$ cat src/rtl/store_unit_pkg.sv
// Shared pipeline definitions for the memory stage: load/store funct3 codes
// and the store unit state encoding.
package store_unit_pkg;

  // Load funct3 codes
  localparam logic [2:0] LB  = 3'b000;
  localparam logic [2:0] LH  = 3'b001;
  localparam logic [2:0] LW  = 3'b010;
  localparam logic [2:0] LBU = 3'b100;
  localparam logic [2:0] LHU = 3'b101;

  // Store funct3 codes
  localparam logic [2:0] SB  = 3'b000;
  localparam logic [2:0] SH  = 3'b001;
  localparam logic [2:0] SW  = 3'b010;

  typedef enum logic {
    IDLE = 1'b0,
    REQ  = 1'b1
  } st_state_e;

endpackage

$ cat src/rtl/store_unit_align.sv
// Combinational byte-lane steering for stores: write enables, replicated data
// and a flag for misaligned or unsupported accesses.
module store_align
  import store_unit_pkg::*;
(
  input  logic [2:0]  funct3,
  input  logic [1:0]  off,
  input  logic [31:0] rs2,
  output logic [3:0]  wen,
  output logic [31:0] wdata,
  output logic        bad
);

  logic [31:0] byte_rep;
  logic [31:0] half_rep;

  genvar gi;
  generate
    for (gi = 0; gi < 4; gi++) begin : g_byte_lane
      assign byte_rep[gi*8 +: 8] = rs2[7:0];
    end
    for (gi = 0; gi < 2; gi++) begin : g_half_lane
      assign half_rep[gi*16 +: 16] = rs2[15:0];
    end
  endgenerate

  // A bad access drives no lanes so callers can OR results freely.
  always_comb begin
    wen   = 4'b0000;
    wdata = 32'h0;
    bad   = 1'b1;
    case (funct3)
      SB: begin
        wen   = 4'b0001 << off;
        wdata = byte_rep;
        bad   = 1'b0;
      end
      SH: begin
        if (!off[0]) begin
          wen   = 4'b0011 << off;
          wdata = half_rep;
          bad   = 1'b0;
        end
      end
      SW: begin
        if (off == 2'b00) begin
          wen   = 4'b1111;
          wdata = rs2;
          bad   = 1'b0;
        end
      end
      default: bad = 1'b1;
    endcase
  end

endmodule

$ cat src/rtl/store_unit.sv
// Store path: accepts SB/SH/SW from EX, drives a req/ack write port to data
// memory, reports bad stores and counts completed writes.
module store_unit
  import store_unit_pkg::*;
#(
  parameter int ADDR_W = 32
) (
  input  logic              clk,
  input  logic              rst,
  input  logic              st_valid_fromEX,
  output logic              st_ready_toEX,
  input  logic [2:0]        funct3_fromEX,
  input  logic [ADDR_W-1:0] addr_fromEX,
  input  logic [31:0]       rs2_data_fromEX,
  output logic              dm_req,
  input  logic              dm_ack,
  output logic [ADDR_W-1:0] dm_addr,
  output logic [3:0]        dm_wen,
  output logic [31:0]       dm_wdata,
  output logic              misalign_err,
  output logic [ADDR_W-1:0] err_addr,
  output logic [31:0]       st_count
);

  st_state_e         state_reg, state_next;
  logic [ADDR_W-1:0] dm_addr_reg;
  logic [3:0]        dm_wen_reg;
  logic [31:0]       dm_wdata_reg;
  logic              misalign_err_reg;
  logic [ADDR_W-1:0] err_addr_reg;
  logic [31:0]       st_count_reg, st_count_next;

  logic [3:0]  al_wen;
  logic [31:0] al_wdata;
  logic        al_bad;
  logic        accept;
  logic        ack_done;
  logic        load_new;

  store_align u_align (
    .funct3 (funct3_fromEX),
    .off    (addr_fromEX[1:0]),
    .rs2    (rs2_data_fromEX),
    .wen    (al_wen),
    .wdata  (al_wdata),
    .bad    (al_bad)
  );

  assign ack_done      = (state_reg == REQ) && dm_ack;
  assign st_ready_toEX = (state_reg == IDLE) || ack_done;
  assign accept        = st_valid_fromEX && st_ready_toEX;
  assign load_new      = accept && !al_bad;
  assign st_count_next = st_count_reg + {31'd0, ack_done};

  always_comb begin
    state_next = state_reg;
    case (state_reg)
      IDLE: if (load_new) state_next = REQ;
      REQ:  if (dm_ack)   state_next = load_new ? REQ : IDLE;
      default: state_next = IDLE;
    endcase
  end

  always_ff @(posedge clk) begin
    if (rst) begin
      state_reg        <= IDLE;
      dm_addr_reg      <= '0;
      dm_wen_reg       <= 4'b0000;
      dm_wdata_reg     <= 32'h0;
      misalign_err_reg <= 1'b0;
      err_addr_reg     <= '0;
      st_count_reg     <= 32'h0;
    end else begin
      state_reg        <= state_next;
      st_count_reg     <= st_count_next;
      misalign_err_reg <= accept && al_bad;
      if (accept && al_bad) err_addr_reg <= addr_fromEX;
      if (load_new) begin
        dm_addr_reg  <= {addr_fromEX[ADDR_W-1:2], 2'b00};
        dm_wen_reg   <= al_wen;
        dm_wdata_reg <= al_wdata;
      end else if (state_next == IDLE) begin
        // Lanes and data read as zero whenever no request is outstanding.
        dm_wen_reg   <= 4'b0000;
        dm_wdata_reg <= 32'h0;
      end
    end
  end

  assign dm_req       = (state_reg == REQ);
  assign dm_addr      = dm_addr_reg;
  assign dm_wen       = dm_wen_reg;
  assign dm_wdata     = dm_wdata_reg;
  assign misalign_err = misalign_err_reg;
  assign err_addr     = err_addr_reg;
  assign st_count     = st_count_reg;

endmodule

$ cat config.mk
export PLATFORM = sky130hd
export DESIGN_NAME = store_unit
export DESIGN_NICKNAME = d
export VERILOG_FILES = /design/src/rtl/store_unit_pkg.sv /design/src/rtl/store_unit_align.sv /design/src/rtl/store_unit.sv
export SDC_FILE = /design/constraint.sdc
export NUM_CORES = 1
export LEC_CHECK = 0
export CAP_MARGIN = 0
export CORE_MARGIN = 1.5
export CORE_UTILIZATION = 45
export CTS_BUF_LIST = sky130_fd_sc_hd__clkbuf_2
export DETAILED_ROUTE_END_ITERATION = 10
export GPL_ROUTABILITY_DRIVEN = 0
export GPL_TIMING_DRIVEN = 0
export PLACE_DENSITY_LB_ADDON = 0.12
export REMOVE_ABC_BUFFERS = 1
export SYNTH_ARGS = -nofsm -noshare
export SYNTH_HDL_FRONTEND = slang
export SYNTH_SLANG_ARGS = --single-unit
$ cat constraint.sdc
create_clock -name clk -period 2.9 [get_ports clk]
set_clock_uncertainty 0.15 [all_clocks]
set_input_delay 0.58 -clock clk [delete_from_list [all_inputs] [get_ports clk]]
set_output_delay 0.58 -clock clk [all_outputs]
set_load 0.1 [all_outputs]
-- Word-level counts from Yosys, hierarchy flattened
Index checks and enable logic that the tools add are counted.
- input port bits: 71
- output and inout bits: 135
- bits in latches: 0
- word-level logic and storage cells: 38
- memory bits (read-only): 0
- flip-flop bits (word level): 132
- memory bits (writable): 0
- memories: 0
- add/subtract/negate cells: 1
- divide/modulo/power cells: 0
- shifts and indexed selects: 2
- bitwise operators: 1
- $lt $le $gt $ge: 0
- multiplexer cells: 16
- eq/ne operators: 3
- $mul: 0
- reduce and logical (&&, ||, !) cells: 8
- operators by type and width (cell ; count):
    two-way mux 32 bit ; 4
    one-hot mux 32 bit (3 select lines) ; 1
    adder 32 x 1 -> 32 bit ; 1
    two-way mux 4 bit ; 4
    one-hot mux 4 bit (3 select lines) ; 1
    logical AND 1 bit ; 4
    two-way mux 1 bit ; 4
    << shifter 1 x 2 -> 4 bit (first input constant) ; 1
    << shifter 2 x 2 -> 4 bit (first input constant) ; 1
    == test 3 x 1 -> 1 bit (second input constant) ; 1
    == test 3 x 2 -> 1 bit (second input constant) ; 1
    zero test 3 bit ; 1
    one-hot mux 1 bit (3 select lines) ; 1
    zero test 2 bit ; 1
    != test 2 x 1 -> 1 bit (second input constant) ; 1
    one-hot mux 1 bit (2 select lines) ; 1
    zero test 1 bit ; 1
    logical OR 1 bit ; 1
    NOT 1 bit ; 1

-- Logic depth before layout (Yosys ltp)
- depth after elaboration: 10
- gate-level depth with buffers: 7
- depth with buffers taken out: 7

-- Modules after synthesis
Synthesis repeated with hierarchy kept, for this count alone.
- cell total of the unflattened synthesis: 653
- area total of the unflattened synthesis: 5516.5 um^2
- by module, submodules not included (module ; cells each ; times used ; area each (um^2)):
    store_unit ; 586 ; 1 ; 4957.3
    store_align ; 67 ; 1 ; 559.3

-- Least setup slack after synthesis
No wires, ideal clock.
- path kind: register -> register
- from: register state_reg, in the netlist dm_req
- to: register st_count_reg[28], in the netlist st_count[28]
- required time: 2.629 ns
- cell stages (with the launch flop): 8
- arrival: 2.889 ns
- slack: -0.260 ns
- period minus slack after synthesis: 3.160 ns
- cells stage by stage: dfxtp_1 and2_1 ha_1 ha_1 nand3_1 or3_4 or3_1 mux2_2
- longest elaborated chain between the ends: 2
- ends and longest elaborated chain (element ; line ; RTL):
    start, declared ; store_unit.sv:25 ; st_state_e state_reg, state_next;
    start signal, assigned ; store_unit.sv:74 ; state_reg <= state_next;
    logical AND 1 bit ; store_unit.sv:49 ; assign ack_done = (state_reg == REQ) && dm_ack;
    adder 32 x 1 -> 32 bit ; store_unit.sv:53 ; assign st_count_next = st_count_reg + {31'd0, ack_done};
    end signal, assigned ; store_unit.sv:75 ; st_count_reg <= st_count_next;
    end, declared ; store_unit.sv:31 ; logic [31:0] st_count_reg, st_count_next;
No other way between the ends.
A chain may end at the register's enable or synchronous reset.

-- Worst setup path after layout
- from: input funct3_fromEX[1]
- to: register err_addr_reg[14], in the netlist err_addr[14]
- longest elaborated chain between the ends: 3
- ends and longest elaborated chain (element ; line ; RTL):
    start, declared ; store_unit.sv:12 ; input logic [2:0] funct3_fromEX,
    == test 3 x 2 -> 1 bit, or another cell as far along ; store_unit_align.sv:32 ; case (funct3)
    one-hot mux 1 bit (3 select lines) * ; store_unit_align.sv:32 ;
    logical AND 1 bit * ; store_unit.sv:77 ; if (accept && al_bad) err_addr_reg <= addr_fromEX;
    end signal, assigned ; store_unit.sv:77 ;
    end, declared ; store_unit.sv:30 ; logic [ADDR_W-1:0] err_addr_reg;
Every way passes the cells marked *; elsewhere a longest branch is shown, timed or not.

==> run_summary.xml <==
<?xml version="1.0" encoding="UTF-8"?>
<metrics>
  <group name="status">
    <metric name="result_of_the_run" unit="">finished clean</metric>
  </group>
  <group name="cells_and_area">
    <metric name="areaGrowthSynthToFinish" unit="%">40.0</metric>
    <metric name="stdcell_count" unit="">1018</metric>
    <metric name="fraction_of_final_layout_cells_with_drive_strength_greater_than_1" unit="">0.0777</metric>
    <metric name="layout.cell_area.non_filler" unit="µm²">7810</metric>
    <metric name="finish.net_count" unit="">910</metric>
  </group>
  <group name="pwr">
    <metric name="worst_ir_drop_vdd" unit="mV">0.333</metric>
    <metric name="pwr-share-clk" unit="">0.275</metric>
    <metric name="pwr_density_cell" unit="nW/µm²">477</metric>
    <metric name="power.share.switching" unit="">0.334</metric>
    <metric name="power_frac_seq" unit="">0.507</metric>
    <metric name="fin_total_pwr" unit="W">0.00372</metric>
    <metric name="power.share.combinational" unit="">0.219</metric>
    <metric name="p_sw" unit="W">0.00124</metric>
    <metric name="internal_power" unit="W">0.00248</metric>
    <metric name="power.static_leakage" unit="nW">3.20</metric>
  </group>
  <group name="synth">
    <metric name="synthTopCellsByArea" unit="">sky130_fd_sc_hd__dfxtp_1, sky130_fd_sc_hd__a21oi_1, sky130_fd_sc_hd__nand2_1</metric>
    <metric name="syn_avg_cell_area" unit="µm²">8.44</metric>
    <metric name="synth_largest_area_cell" unit="">sky130_fd_sc_hd__dfxtp_1</metric>
    <metric name="yosysWarnings" unit="">0</metric>
    <metric name="synth_top_area_frac" unit="">0.474</metric>
    <metric name="syn-instance-count" unit="">661</metric>
    <metric name="postSynth.topFlopCell" unit="">sky130_fd_sc_hd__dfxtp_1</metric>
    <metric name="synth-edff-count" unit="">0</metric>
    <metric name="synth_cell_type_count" unit="">51</metric>
    <metric name="postSynthRegisterBits" unit="">132</metric>
    <metric name="postSynth.asyncResetShare" unit="">0</metric>
    <metric name="yosysSeqAreaShare" unit="">0.474</metric>
    <metric name="synth_common_cells" unit="">sky130_fd_sc_hd__dfxtp_1, sky130_fd_sc_hd__a21oi_1, sky130_fd_sc_hd__nand2_1</metric>
    <metric name="post-synth-top-count-cell" unit="">sky130_fd_sc_hd__dfxtp_1</metric>
    <metric name="synthesis.area" unit="µm²">5580</metric>
  </group>
  <group name="global_routing">
    <metric name="maximum_number_of_pins_on_one_net_before_global_route_repair" unit="">100</metric>
    <metric name="first_global_vias" unit="">5505</metric>
    <metric name="gr-total-overflow" unit="">0</metric>
    <metric name="combined_global_route_utilization_of_all_metal_layers" unit="">0.261</metric>
    <metric name="antenna_found_initial" unit="">0</metric>
    <metric name="grt_first_pass_wirelength" unit="µm">27000</metric>
  </group>
  <group name="sta">
    <metric name="timing.final.max_slew_violations" unit="">0</metric>
    <metric name="period_share" unit="">0.956</metric>
    <metric name="min_period" unit="ps">2770</metric>
    <metric name="report.final.setup_viol" unit="">0</metric>
    <metric name="grt_setup_unrepaired" unit="">no</metric>
    <metric name="tightest_slew" unit="ps">1060</metric>
    <metric name="worst_slew_margin_relative_to_its_limit" unit="">0.289</metric>
    <metric name="finalHoldViolCount" unit="">0</metric>
    <metric name="timing.fmax" unit="MHz">361</metric>
  </group>
  <group name="placed_design">
    <metric name="dp_hpwl" unit="µm">11600</metric>
    <metric name="post-place-cells" unit="">985</metric>
    <metric name="place.port_buffers" unit="">203</metric>
    <metric name="placed_area" unit="µm²">7770</metric>
  </group>
  <group name="setup_path">
    <metric name="cp_max_fo" unit="">33</metric>
    <metric name="cp.arrival" unit="ps">3250</metric>
    <metric name="reg2regPathDepth" unit="">7</metric>
    <metric name="cp.required" unit="ps">3370</metric>
    <metric name="worst-setup-path-type" unit="">in2reg</metric>
    <metric name="timing.critical_path.from_type" unit="">input port</metric>
    <metric name="worst_setup_path_end_kind" unit="">flip-flop</metric>
  </group>
  <group name="min_path">
    <metric name="worstHoldPathCells" unit="">2</metric>
    <metric name="holdCritPathClass" unit="">in2reg</metric>
  </group>
  <group name="clock_tree">
    <metric name="cts-root-buf" unit="">sky130_fd_sc_hd__clkbuf_2</metric>
    <metric name="clock_sink_count" unit="">132</metric>
    <metric name="insertion_delay" unit="ps">680</metric>
    <metric name="max-clock-path-buffers" unit="">2</metric>
    <metric name="cts-buffers-inserted" unit="">17</metric>
    <metric name="tritoncts" unit="">yes</metric>
    <metric name="htree_num_levels" unit="">4</metric>
    <metric name="clk_pin_slew_worst_paths" unit="ps">180</metric>
  </group>
  <group name="detailed_routing">
    <metric name="route.detailed.drc" unit="">0</metric>
    <metric name="antenna_left" unit="">0</metric>
    <metric name="initialDrtViolationCount" unit="">413</metric>
    <metric name="routed-via-count" unit="">5747</metric>
    <metric name="post_drt_via_cell_ratio" unit="">5.65</metric>
    <metric name="drt-total-wl" unit="µm">17000</metric>
    <metric name="drt_pass1_iterations" unit="">5</metric>
    <metric name="drt-wirelength-per-cell" unit="µm">16.7</metric>
  </group>
  <group name="floorplanning">
    <metric name="initial_utilization" unit="">0.462</metric>
    <metric name="fp.dieArea" unit="µm²">13100</metric>
    <metric name="placeableCoreArea" unit="µm²">12100</metric>
    <metric name="dieWidth" unit="µm">114</metric>
    <metric name="design.portCount" unit="">206</metric>
    <metric name="num_rows" unit="">40</metric>
    <metric name="die_y" unit="µm">114</metric>
  </group>
  <group name="flow_run">
    <metric name="cap_violations" unit="">0</metric>
  </group>
</metrics>
placed cells by master (no fill, tap or decap), types with 9 or more instances in the layout:
master and count:
sky130_fd_sc_hd__a21oi_1 91, sky130_fd_sc_hd__a22oi_1 16, sky130_fd_sc_hd__a32oi_1 16, sky130_fd_sc_hd__clkbuf_2 30, sky130_fd_sc_hd__clkdlybuf4s50_1 69, sky130_fd_sc_hd__dfxtp_1 132
sky130_fd_sc_hd__dlygate4sd2_1 122, sky130_fd_sc_hd__nand2_1 88, sky130_fd_sc_hd__nand3_1 47, sky130_fd_sc_hd__nand3b_1 9, sky130_fd_sc_hd__nand4_1 12, sky130_fd_sc_hd__nor2_1 34
sky130_fd_sc_hd__o21ai_0 48, sky130_fd_sc_hd__or4_1 9
cell type report:
class	instances	area (µm²)
Clock buffer	24	120
Antenna cell	1	2.50
Tap cell	168	210
Sequential cell	132	2640
Clock inverter	7	82.6
Timing Repair Buffer	212	2000
Fill cell	1086	4250
Inverter	3	11.3
Multi-Input combinational cell	471	2740
power groups by stage:
| stage | Combinational [W] | Clock [W] | Sequential [W] |
|---|---|---|---|
| after global routing | 0.000847 | 0.00115 | 0.00189 |
| after CTS | 0.000812 | 0.00105 | 0.00189 |
| after detailed placement | 0.000842 | 0 | 0.00193 |
| after floorplan | 0.000159 | 0 | 0.00227 |
| after global placement | 0.000810 | 0 | 0.00192 |
| final | 0.000814 | 0.00102 | 0.00189 |
final timing paths:
| check | from | to | slack [ps] |
|---|---|---|---|
| worst max-delay path | funct3_fromEX[1] | err_addr[14] | 130 |
| worst min-delay path | rst | dm_wdata[7] | 130 |
| worst max register to register | dm_req | st_count[30] | 270 |
| worst min register to register | dm_wdata[30] | dm_wdata[30] | 310 |
per-layer routing:
layer  vias up  wire length, µm  global-route usage
met5         -                0                   0
met4         0              482               0.107
met3        36             1250              0.0911
met2       214             8350               0.443
met1      2737             6950               0.301
li1       2760                -                   -
worst max-delay path, stage by stage:
cell and delay, ps:
sky130_fd_sc_hd__clkdlybuf4s50_1 820, sky130_fd_sc_hd__nor3b_4 820, sky130_fd_sc_hd__a2111o_2 720, sky130_fd_sc_hd__nand2_1 130
sky130_fd_sc_hd__a21oi_1 170
kinds of logic (layout without fill, tap and decap cells):
| family | count (synthesis) | in the layout | synth area share |
|---|---|---|---|
| simple gates | 249 | 249 | 0.227 |
| compound gates | 201 | 201 | 0.221 |
| xor+xnor | 14 | 14 | 0.0220 |
| buf+inv | 59 | 246 | 0.0449 |
| fa+ha+maj | 2 | 2 | 0.00449 |
| other cells | 1 | 3 | 0.000672 |
| flops | 132 | 132 | 0.474 |
| mux | 3 | 3 | 0.00606 |
per-stage QoR:
step	setup slack, ps	utilization	setup TNS, ps	hold slack (ps)
floorplan	-1590	-	-114370	499
global placement	-4740	0.629	-419020	290
detailed placement	-1280	0.644	-75750	297
CTS	-247	0.648	-247	83.5
global route	0.874	0.647	0	48.4
finish	127	0.648	0	130
repair_timing:
item | 4_1_cts | 5_1_grt
cloned | 0 | 0
gates resized for setup | 138 | 17
buffers inserted | 0 | 1
setup endpoints to repair | 174 | 11
hold buffers | 0 | 0
No activity file was read; power rests on OpenSTA's default activity.
